[src/rtl/cpu_pkg.sv]
// Shared CPU definitions: datapath width, fetch defaults and the fetch FSM states.
package cpu_pkg;

  localparam int INSTR_W = 16;

  // Default byte increment per sequential fetch (16-bit instructions).
  localparam logic [INSTR_W-1:0] PC_STEP = 16'd2;

  // Default encoding that stops the fetch engine.
  localparam logic [INSTR_W-1:0] HALT_WORD = 16'h0000;

  typedef enum logic {
    RUN  = 1'b0,
    HALT = 1'b1
  } fetch_state_t;

endpackage

[src/rtl/if_id_reg.sv]
// IF/ID pipeline register: captures a fetched word and its address, with
// hold (neither control asserted) and flush (drop valid, keep payload).
module if_id_reg
  import cpu_pkg::INSTR_W;
(
  input  logic               clk,
  input  logic               reset,
  input  logic               i_load,
  input  logic               i_flush,
  input  logic [INSTR_W-1:0] i_instr,
  input  logic [INSTR_W-1:0] i_pc,
  output logic [INSTR_W-1:0] o_instr,
  output logic [INSTR_W-1:0] o_pc,
  output logic               o_valid
);

  logic [INSTR_W-1:0] r_instr;
  logic [INSTR_W-1:0] r_pc;
  logic               r_valid;

  // Register update: reset first, then flush, then load, otherwise hold.
  always_ff @(posedge clk) begin
    // NOTE: sequential state uses non-blocking assignments so every flop
    // samples pre-edge values regardless of block evaluation order.
    if (reset) begin
      r_instr <= '0;
      r_pc    <= '0;
      r_valid <= 1'b0;
    end else if (i_flush) begin
      r_valid <= 1'b0;
    end else if (i_load) begin
      r_instr <= i_instr;
      r_pc    <= i_pc;
      r_valid <= 1'b1;
    end
  end

  assign o_instr = r_instr;
  assign o_pc    = r_pc;
  assign o_valid = r_valid;

endmodule

[src/rtl/fetch_unit.sv]
// Instruction fetch stage: owns the PC and the RUN/HALT state, selects the
// next PC (redirect > stall > halt detect > sequential) and drives IF/ID.
module fetch_unit
  import cpu_pkg::INSTR_W;
  import cpu_pkg::fetch_state_t;
  import cpu_pkg::RUN;
  import cpu_pkg::HALT;
#(
  parameter logic [15:0] PC_RESET  = 16'h0000,
  parameter logic [15:0] PC_STEP   = cpu_pkg::PC_STEP,
  parameter logic [15:0] HALT_WORD = cpu_pkg::HALT_WORD
) (
  input  logic               clk,
  input  logic               reset,
  input  logic               stall,
  input  logic               redirect,
  input  logic [INSTR_W-1:0] redirect_target,
  input  logic [INSTR_W-1:0] instruction,
  output logic [INSTR_W-1:0] pcout,
  output logic [INSTR_W-1:0] if_id_instr,
  output logic [INSTR_W-1:0] if_id_pc,
  output logic               if_id_valid,
  output logic               halted
);

  // The PC is kept even at every source so bit 0 always reads 0.
  localparam logic [INSTR_W-1:0] PC_RESET_EVEN = {PC_RESET[INSTR_W-1:1], 1'b0};

  fetch_state_t       r_state;
  fetch_state_t       w_state_next;
  logic [INSTR_W-1:0] r_pc;
  logic [INSTR_W-1:0] w_pc_next;
  logic [INSTR_W-1:0] w_pc_seq;
  logic [INSTR_W-1:0] w_pc_redirect;
  logic               r_halted;
  logic               w_ifid_load;
  logic               w_ifid_flush;

  assign w_pc_seq      = r_pc + PC_STEP;
  assign w_pc_redirect = {redirect_target[INSTR_W-1:1], 1'b0};

  // State, PC and halted flag registers.
  always_ff @(posedge clk) begin
    if (reset) begin
      r_state  <= RUN;
      r_pc     <= PC_RESET_EVEN;
      r_halted <= 1'b0;
    end else begin
      r_state  <= w_state_next;
      r_pc     <= w_pc_next;
      r_halted <= (w_state_next == HALT);
    end
  end

  // Next-state, next-PC and IF/ID controls in priority order.
  always_comb begin
    // NOTE: every output of this block gets a default first, so no path
    // leaves a signal unassigned and no latch is inferred.
    w_state_next = r_state;
    w_pc_next    = r_pc;
    w_ifid_load  = 1'b0;
    w_ifid_flush = 1'b0;
    case (r_state)
      RUN: begin
        if (redirect) begin
          w_pc_next    = w_pc_redirect;
          w_ifid_flush = 1'b1;
        end else if (stall) begin
          // Decode back-pressure: everything holds.
        end else if (instruction == HALT_WORD) begin
          w_state_next = HALT;
          w_ifid_flush = 1'b1;
        end else begin
          w_pc_next   = {w_pc_seq[INSTR_W-1:1], 1'b0};
          w_ifid_load = 1'b1;
        end
      end
      HALT: begin
        // Only reset leaves HALT; redirect and stall are ignored.
      end
    endcase
  end

  if_id_reg u_if_id_reg (
    .clk     (clk),
    .reset   (reset),
    .i_load  (w_ifid_load),
    .i_flush (w_ifid_flush),
    .i_instr (instruction),
    .i_pc    (r_pc),
    .o_instr (if_id_instr),
    .o_pc    (if_id_pc),
    .o_valid (if_id_valid)
  );

  assign pcout  = r_pc;
  assign halted = r_halted;

endmodule

[config.mk]
export PLATFORM = sky130hd
export DESIGN_NAME = fetch_unit
export DESIGN_NICKNAME = d
export VERILOG_FILES = /design/src/rtl/cpu_pkg.sv /design/src/rtl/if_id_reg.sv /design/src/rtl/fetch_unit.sv
export SDC_FILE = /design/constraint.sdc
export NUM_CORES = 1
export LEC_CHECK = 0
export ABC_AREA = 1
export BUFFER_PORTS_ARGS = -buffer_cell sky130_fd_sc_hd__buf_4
export CORE_UTILIZATION = 50
export DETAILED_ROUTE_END_ITERATION = 10
export PLACE_DENSITY = 0.81
export SLEW_MARGIN = 25
export SYNTH_ARGS = -nofsm -noshare
export SYNTH_HDL_FRONTEND = slang
export SYNTH_SLANG_ARGS = --single-unit
[constraint.sdc]
create_clock -name clk -period 1.87 [get_ports clk]
set_input_delay 0.187 -clock clk [delete_from_list [all_inputs] [get_ports clk]]
set_output_delay 0.187 -clock clk [all_outputs]
set_load 0.005 [all_outputs]
# == Word level (Yosys, flattened, before mapping) ==
# Index checks and enable logic that the tools add are counted.
# Widths: inputs -> output; s select.
# totals
ff_bits,50
in_bits,36
out_inout_bits,50
elab_cells,27
# op_classes
n_addsub,1
n_eq_ne,2
n_mux,13
bitwise_logic,2
n_reduce_logical,4
# op_table
cell,count
$mux 16,3
$add 16x2->16 const B,1
$logic_not 16->1,1
$mux 1,10
$reduce_and 3->1,1
$ne 2x1->1 const B,1
$ne 2x2->1 const B,1
$not 1->1,2
$reduce_and 2->1,1
$reduce_or 2->1,1

# == Logic depth before layout (Yosys ltp) ==
# Gate-level depths: netlist of run 1.
# logic_depth
ltp_word,7
mapped_depth,10
depth_no_buf,10

# == By module ==
# From an unflattened synthesis of run 1, not the netlist that was laid out.
# hier_totals
cells_unflattened,403
hier_area_um2,2607.5
# by_module_without_submodules
module,instances,cells_per_inst,area_each_um2,seq_area_each_um2
if_id_reg,1,212,1433.9,660.6
fetch_unit,1,191,1173.6,320.3

# == Least setup slack after synthesis of run 1 ==
# No wires, ideal clock.
# synth_path
path_type,reg-to-reg
start,register r_pc[1] (netlist: pcout[1])
end,register r_pc[5] (netlist: pcout[5])
setup_time_ns,0.113
t_arrival_ns,1.238
path_slack_ns,0.519
path_stages_with_launch,9
path_buffers,0
period_less_slack_ns,1.351
cell_sequence,dfxtp_1 ha_1 nand3_1 inv_1 or2_2 nand3_1 nand2_1 nor2_1 nor2_1
# synth_via
elab_chain_cells,4
# synth_rtl
element,line_no,source
start: declaration,fetch_unit.sv:31,logic [INSTR_W-1:0] r_pc;
start signal: assignment,fetch_unit.sv:50,r_pc <= w_pc_next;
$add 16x2->16,fetch_unit.sv:39,assign w_pc_seq = r_pc + PC_STEP;
$mux 16,fetch_unit.sv:70,end else if (instruction == HALT_WORD) begin
$mux 16,fetch_unit.sv:68,end else if (stall) begin
$mux 16,fetch_unit.sv:65,if (redirect) begin
# Every way passes these cells. The select of a mux whose other input is x is not followed.
# A chain may end at the register's enable or synchronous reset.

# == Worst setup path in the final report of run 1 ==
# Same ends and word-level chain as after synthesis.

==> flow_summary.toml, run 1 <==
[timing]
rsz0062_at_grt = "no"
finalCritPeriodShare = 0.800
clock_skew_ns = 0.0102
drv_slew = 0
finalWorstPathRequiredPeriod_ns = 1.50
setup_violations = 0
fmax_mhz = 669
finalHoldViolations = 0
fin_setup_tns_ns = 0

[min_path]
hp-start = "reset"
min_path_type = "primary input to flip-flop"

[synth]
synth.area.mux_share = 0
synth_area_sq_um = 2450
synthCells = 371
ys_async_sr_fraction = 0
yosys.area_share.simple = 0.442
synth_top_family_by_area = "simple AND/OR/NAND/NOR gates"
synth-compound-area-share = 0.0846
ys_seq_area_frac = 0.391
syn_avg_cell_area_sq_um = 6.62
synth_ff_type = "dfxtp_1"
synth_fa_ha_area_frac = 0.00510
synth_edf_count = 0
ys_ff_latch = 48
synth_warnings = 0
ys_types = 24
synth-xor-area-share = 0

[routing]
viasPerCell = 5.12
dr.pass1.iters = 4
wire_per_inst_um = 12.2
wirelength_um = 6250
via_count = 2622
drtIter0Drc = 182
ant_nets = 0
drc = 0

[pwr]
power.leakage_uw = 0.00148
power_density_nw_per_um2 = 660
total_power_uw = 2100
p_int_uw = 1520
combPwrFrac = 0.184
vdd_drop_max_mv = 0.343
seq_power_share = 0.538
power.share.clock = 0.278
switchingPower_uw = 582
netSwitchingFraction = 0.277

[clock_tree]
htreeDepth = 2
clk_latency_ns = 0.30
postCtsSetupRepairBufs = 0
cts-buffers-inserted = 5
clock_sinks = 48
clkTransAtPathRegs_ns = 0.09
cts_root_buf = "clkbuf_8"
cts_tree = "done"
cts_resized = 0
cts_max_path_buffers = 2
cts_hold_buf = 0

[critical_path]
cp_cell_sequence = "ha_1 > nand3_1 > inv_1 > or2_2 > nand3_1 > nand2_1 > nor2_1 > nor2_1"
crit_start = "pcout[1]"
path_max_fanout = 6
path_class = "flip-flop to flip-flop"
start_kind = "flip-flop"
cp.required_ns = 2.07
crit_arrival_ns = 1.70
timing.rr.start = "pcout[1]"
endpoint_kind = "flip-flop"
crit_slowest_cell = "dfxtp_1"
slowest_delay_ns = 0.37

[global_route]
grt.overflow.total = 0
grt_pass1_vias = 2340
grt_pass1_wl_um = 10300
grt_max_degree = 24
antenna_found_initial = 0
grt_usage = 0.244

[die]
rows = 25
coreArea_sq_um = 4720
io_pins = 86
start_util = 0.520
die_h_um = 72.1
die_x_um = 72.1
dieArea_sq_um = 5190

[finish]
area_delta_synth_final_pct = 29.8
fillCellCount = 440
finalNetCount = 482
layout_common_cells = "nand2_1 (107), buf_4 (88), nor2_1 (62), dfxtp_1 (48), a21oi_1 (33)"
drive_above_1_share = 0.245
seqCellArea_sq_um = 961
layout_commonest_cell = "nand2_1"
num_antenna_cells = 0
multi_input_area_sq_um = 1310
final_cells = 512

[placed_design]
gp_congestion = 0.890
dp_hpwl_um = 4560
io_buffers = 82
dp_cells = 505

[status]
outcome = "finished, final reports clean"

[job]
cap_violations = 0
[registers in the layout (all words and copies together) (netlist names)]
| signal | cells |
|---|---|
| u_if_id_reg.o_valid | 1 |
| u_if_id_reg.o_instr | 16 |
| halted | 1 |
| pcout | 15 |
| u_if_id_reg.o_pc | 15 |
[worst max-delay path, delay by kind of cell (launching register included)]
family / cells / cell delay (ns)
fa+ha+maj: 1 / 0.24
simple gates: 6 / 0.67
flops: 1 / 0.37
buf+inv: 1 / 0.12
[stage by stage]
| step | hold WS (ns) | util | cell area [sq um] | setup slack [ns] |
|---|---|---|---|---|
| 2_1_floorplan | 0.355 | - | 2460 | 0.519 |
| 3_3_place_gp | 0.441 | 0.658 | 3110 | 0.361 |
| 3_5_place_dp | 0.441 | 0.658 | 3110 | 0.307 |
| 4_1_cts | 0.166 | 0.675 | 3190 | 0.373 |
| 5_1_grt | 0.173 | 0.675 | 3190 | 0.219 |
| 6_report | 0.166 | 0.675 | 3190 | 0.375 |
[path summary, 6_finish.rpt]
kind / end / slack (ns) / depth (start not counted)
max: pcout[5] / 0.37 / 8
min: u_if_id_reg.o_pc[5] / 0.17 / 2
max reg2reg: pcout[5] / 0.37 / 8
min reg2reg: u_if_id_reg.o_valid / 0.45 / 2
[Yosys cell counts, types with 5 or more instances]
cell type,instances,share of area
or2_2,5,0.013
buf_2,7,0.014
clkbuf_1,11,0.017
nor2_1,62,0.095
inv_1,17,0.026
nand2_1,107,0.16
nand3_1,22,0.045
dfxtp_1,48,0.39
a21oi_1,33,0.067
o21ai_1,6,0.012
nand4_1,32,0.082
[power groups by stage]
stage                     combinational, uW  sequential, uW  clock (uW)
after floorplan                         207            1150           0
after global placement                  378            1150           0
after detailed placement                389            1150           0
after CTS                               390            1130         591
after global routing                    436            1140         624
final                                   388            1130         584
[layer usage]
metal  global-route usage  part of all wire  vias up
met2                0.422              0.49       76
li1                     -                 -     1353
met4               0.0610            0.0099        0
met5                    0                 0        -
met3               0.0403             0.044        5
met1                0.317              0.45     1188
[final cells by class]
class                      count  area share
clock buffer                   6      0.0228
clock inverter                 1     0.00157
inverter                      19      0.0224
multi-input combinational    282       0.412
sequential                    48       0.302
tap                           67      0.0263
timing repair buffer          89       0.214
[cell families (layout without fill, tap and decap cells)]
kind of cell               after synthesis  count (layout)
AOI/OAI and AO/OA                       41              41
and+or+nand+nor                        238             238
buffers and inverters                   42             115
DFF                                     48              48
other                                    1               2
adders and majority gates                1               1
Note: power is estimated with default switching activity, not from simulation.
==> run 2: changes to the inputs <==
CORE_UTILIZATION = 45   (was 50)
PLACE_DENSITY = 0.77   (was 0.81)
clock period = 1.3 ns   (was 1.87 ns; I/O delays follow)
==> flow_summary.toml, run 2 (synthesis gave the netlist of run 1 again) <==
[status]
outcome = "finished, final reports clean"

[finish]
num_antenna_cells = 0
layout_common_cells = "buf_4 (115), nand2_1 (106), nor2_1 (55), dfxtp_1 (37), a21oi_1 (33)"
fin_util = 0.692
layout_commonest_cell = "buf_4"
fillCellCount = 426
drive_above_1_share = 0.354
finalNetCount = 510
area_delta_synth_final_pct = 45.7
largest_reg_flops = 16

[global_route]
grt_pass1_wl_um = 10300
grt_use_met3 = 0.0542
use_met1 = 0.317
antenna_found_initial = 0
grt_use_met2 = 0.373
grt.busiest_layer = "met2"
grt_pass1_vias = 2277
grt_usage = 0.232
grt_max_degree = 24
grt.overflow.total = 0

[critical_path]
start_kind = "flip-flop"
crit_arrival_ns = 1.53
critical_path.top_delay_family = "simple AND/OR/NAND/NOR gates"
endpoint_kind = "flip-flop"
path_class = "flip-flop to flip-flop"
slowest_delay_ns = 0.37
path_buf_inv = 1
cp.required_ns = 1.55
path_max_fanout = 3
crit_start = "pcout[2]"
timing.rr.start = "pcout[2]"
critPathMostFrequentCell = "nor2_1"
crit_slowest_cell = "dfxtp_4"
cp_cell_sequence = "ha_4 > nand3_4 > nor2_4 > inv_2 > nor2_2 > nor2_1 > nor2_1 > nor2_1 > nor2_1"

[die]
rows = 26
start_util = 0.475
die_h_um = 75.9
coreArea_sq_um = 5170
io_pins = 86
dieArea_sq_um = 5750
die_x_um = 75.9

[min_path]
hp-start = "instruction[5]"
min_path_type = "primary input to flip-flop"

[routing]
dr.pass1.iters = 4
ant_nets = 0
viasPerCell = 5.15
drtIter0Drc = 175
wire_per_inst_um = 12.7
via_count = 2802
drc = 0
wirelength_um = 6910

[timing]
drv_slew = 0
hold-worst-slack_ns = 0.112
setup_violations = 0
finalCritPeriodShare = 0.985
finalWorstPathRequiredPeriod_ns = 1.28
fmax_mhz = 781
rsz0062_at_grt = "yes"
finalHoldViolations = 0
clock_skew_ns = 0.0134

[pwr]
seq_power_share = 0.479
netSwitchingFraction = 0.269
p_int_uw = 2480
power_density_nw_per_um2 = 948
power.leakage_uw = 0.00163
switchingPower_uw = 913
vdd_drop_max_mv = 0.470
power.share.clock = 0.316
combPwrFrac = 0.205

[clock_tree]
cts_root_buf = "clkbuf_8"
cts_tree = "done"
clock_sinks = 48
cts-buffers-inserted = 5
cts_max_path_buffers = 2
htreeDepth = 2
clkTransAtPathRegs_ns = 0.10
clk_latency_ns = 0.30

[placed_design]
gp_congestion = 0.880
io_buffers = 82
dp_hpwl_um = 4850

[job]
cap_violations = 0
==> run 2: path summary, 6_finish.rpt <==
check,end,slack [ns],depth (start not counted)
min,u_if_id_reg.o_instr[5],0.11,3
min reg2reg,u_if_id_reg.o_instr[15],0.46,2
max,pcout[15],0.02,9
max reg2reg,pcout[15],0.02,9
==> run 2: stage by stage <==
step	worst slack [ns]	power (uW)	cells	setup TNS [ns]	cell area (sq um)
2_1_floorplan	0.0139	1950	372	0	2460
3_3_place_gp	-0.0137	2270	531	-0.0255	3290
3_5_place_dp	-0.0274	2290	531	-0.103	3290
4_1_cts	-0.00501	3350	539	-0.00501	3420
5_1_grt	-0.107	3570	544	-0.164	3580
6_report	0.0190	3390	544	0	3580
==> run 2: cell type report <==
cell class,count,area (sq um),share of cell area
inverter,19,80.1,0.0224
timing repair buffer,117,903,0.253
tap,70,87.6,0.0245
clock inverter,2,35.0,0.00979
clock buffer,6,72.6,0.0203
multi-input combinational,282,1420,0.397
sequential,48,980,0.274
==> run 2: timing repair <==
action | 4_1_cts | 5_1_grt
pin swaps | 0 | 12
hold buffers | 0 | 0
endpoints found under the setup margin | 7 | 26
buffers inserted | 0 | 5
gates resized for setup | 5 | 35
==> run 2: metal layers <==
metal,up-vias,share of wire
met4,0,0.016
met1,1257,0.43
met3,14,0.067
met5,-,0
li1,1410,-
met2,121,0.48
==> run 2: power by group through the flow <==
| stage | Sequential, uW | Combinational (uW) | Clock (uW) |
|---|---|---|---|
| after global placement | 1640 | 631 | 0 |
| after global routing | 1630 | 775 | 1160 |
| after floorplan | 1650 | 298 | 0 |
| after detailed placement | 1640 | 643 | 0 |
| after CTS | 1610 | 649 | 1080 |
| final | 1620 | 696 | 1070 |
==> run 2: tightest hold or removal path, cell delays in order <==
cell,delay (ns)
buf_4,0.11
nand4_1,0.07
a21oi_1,0.06
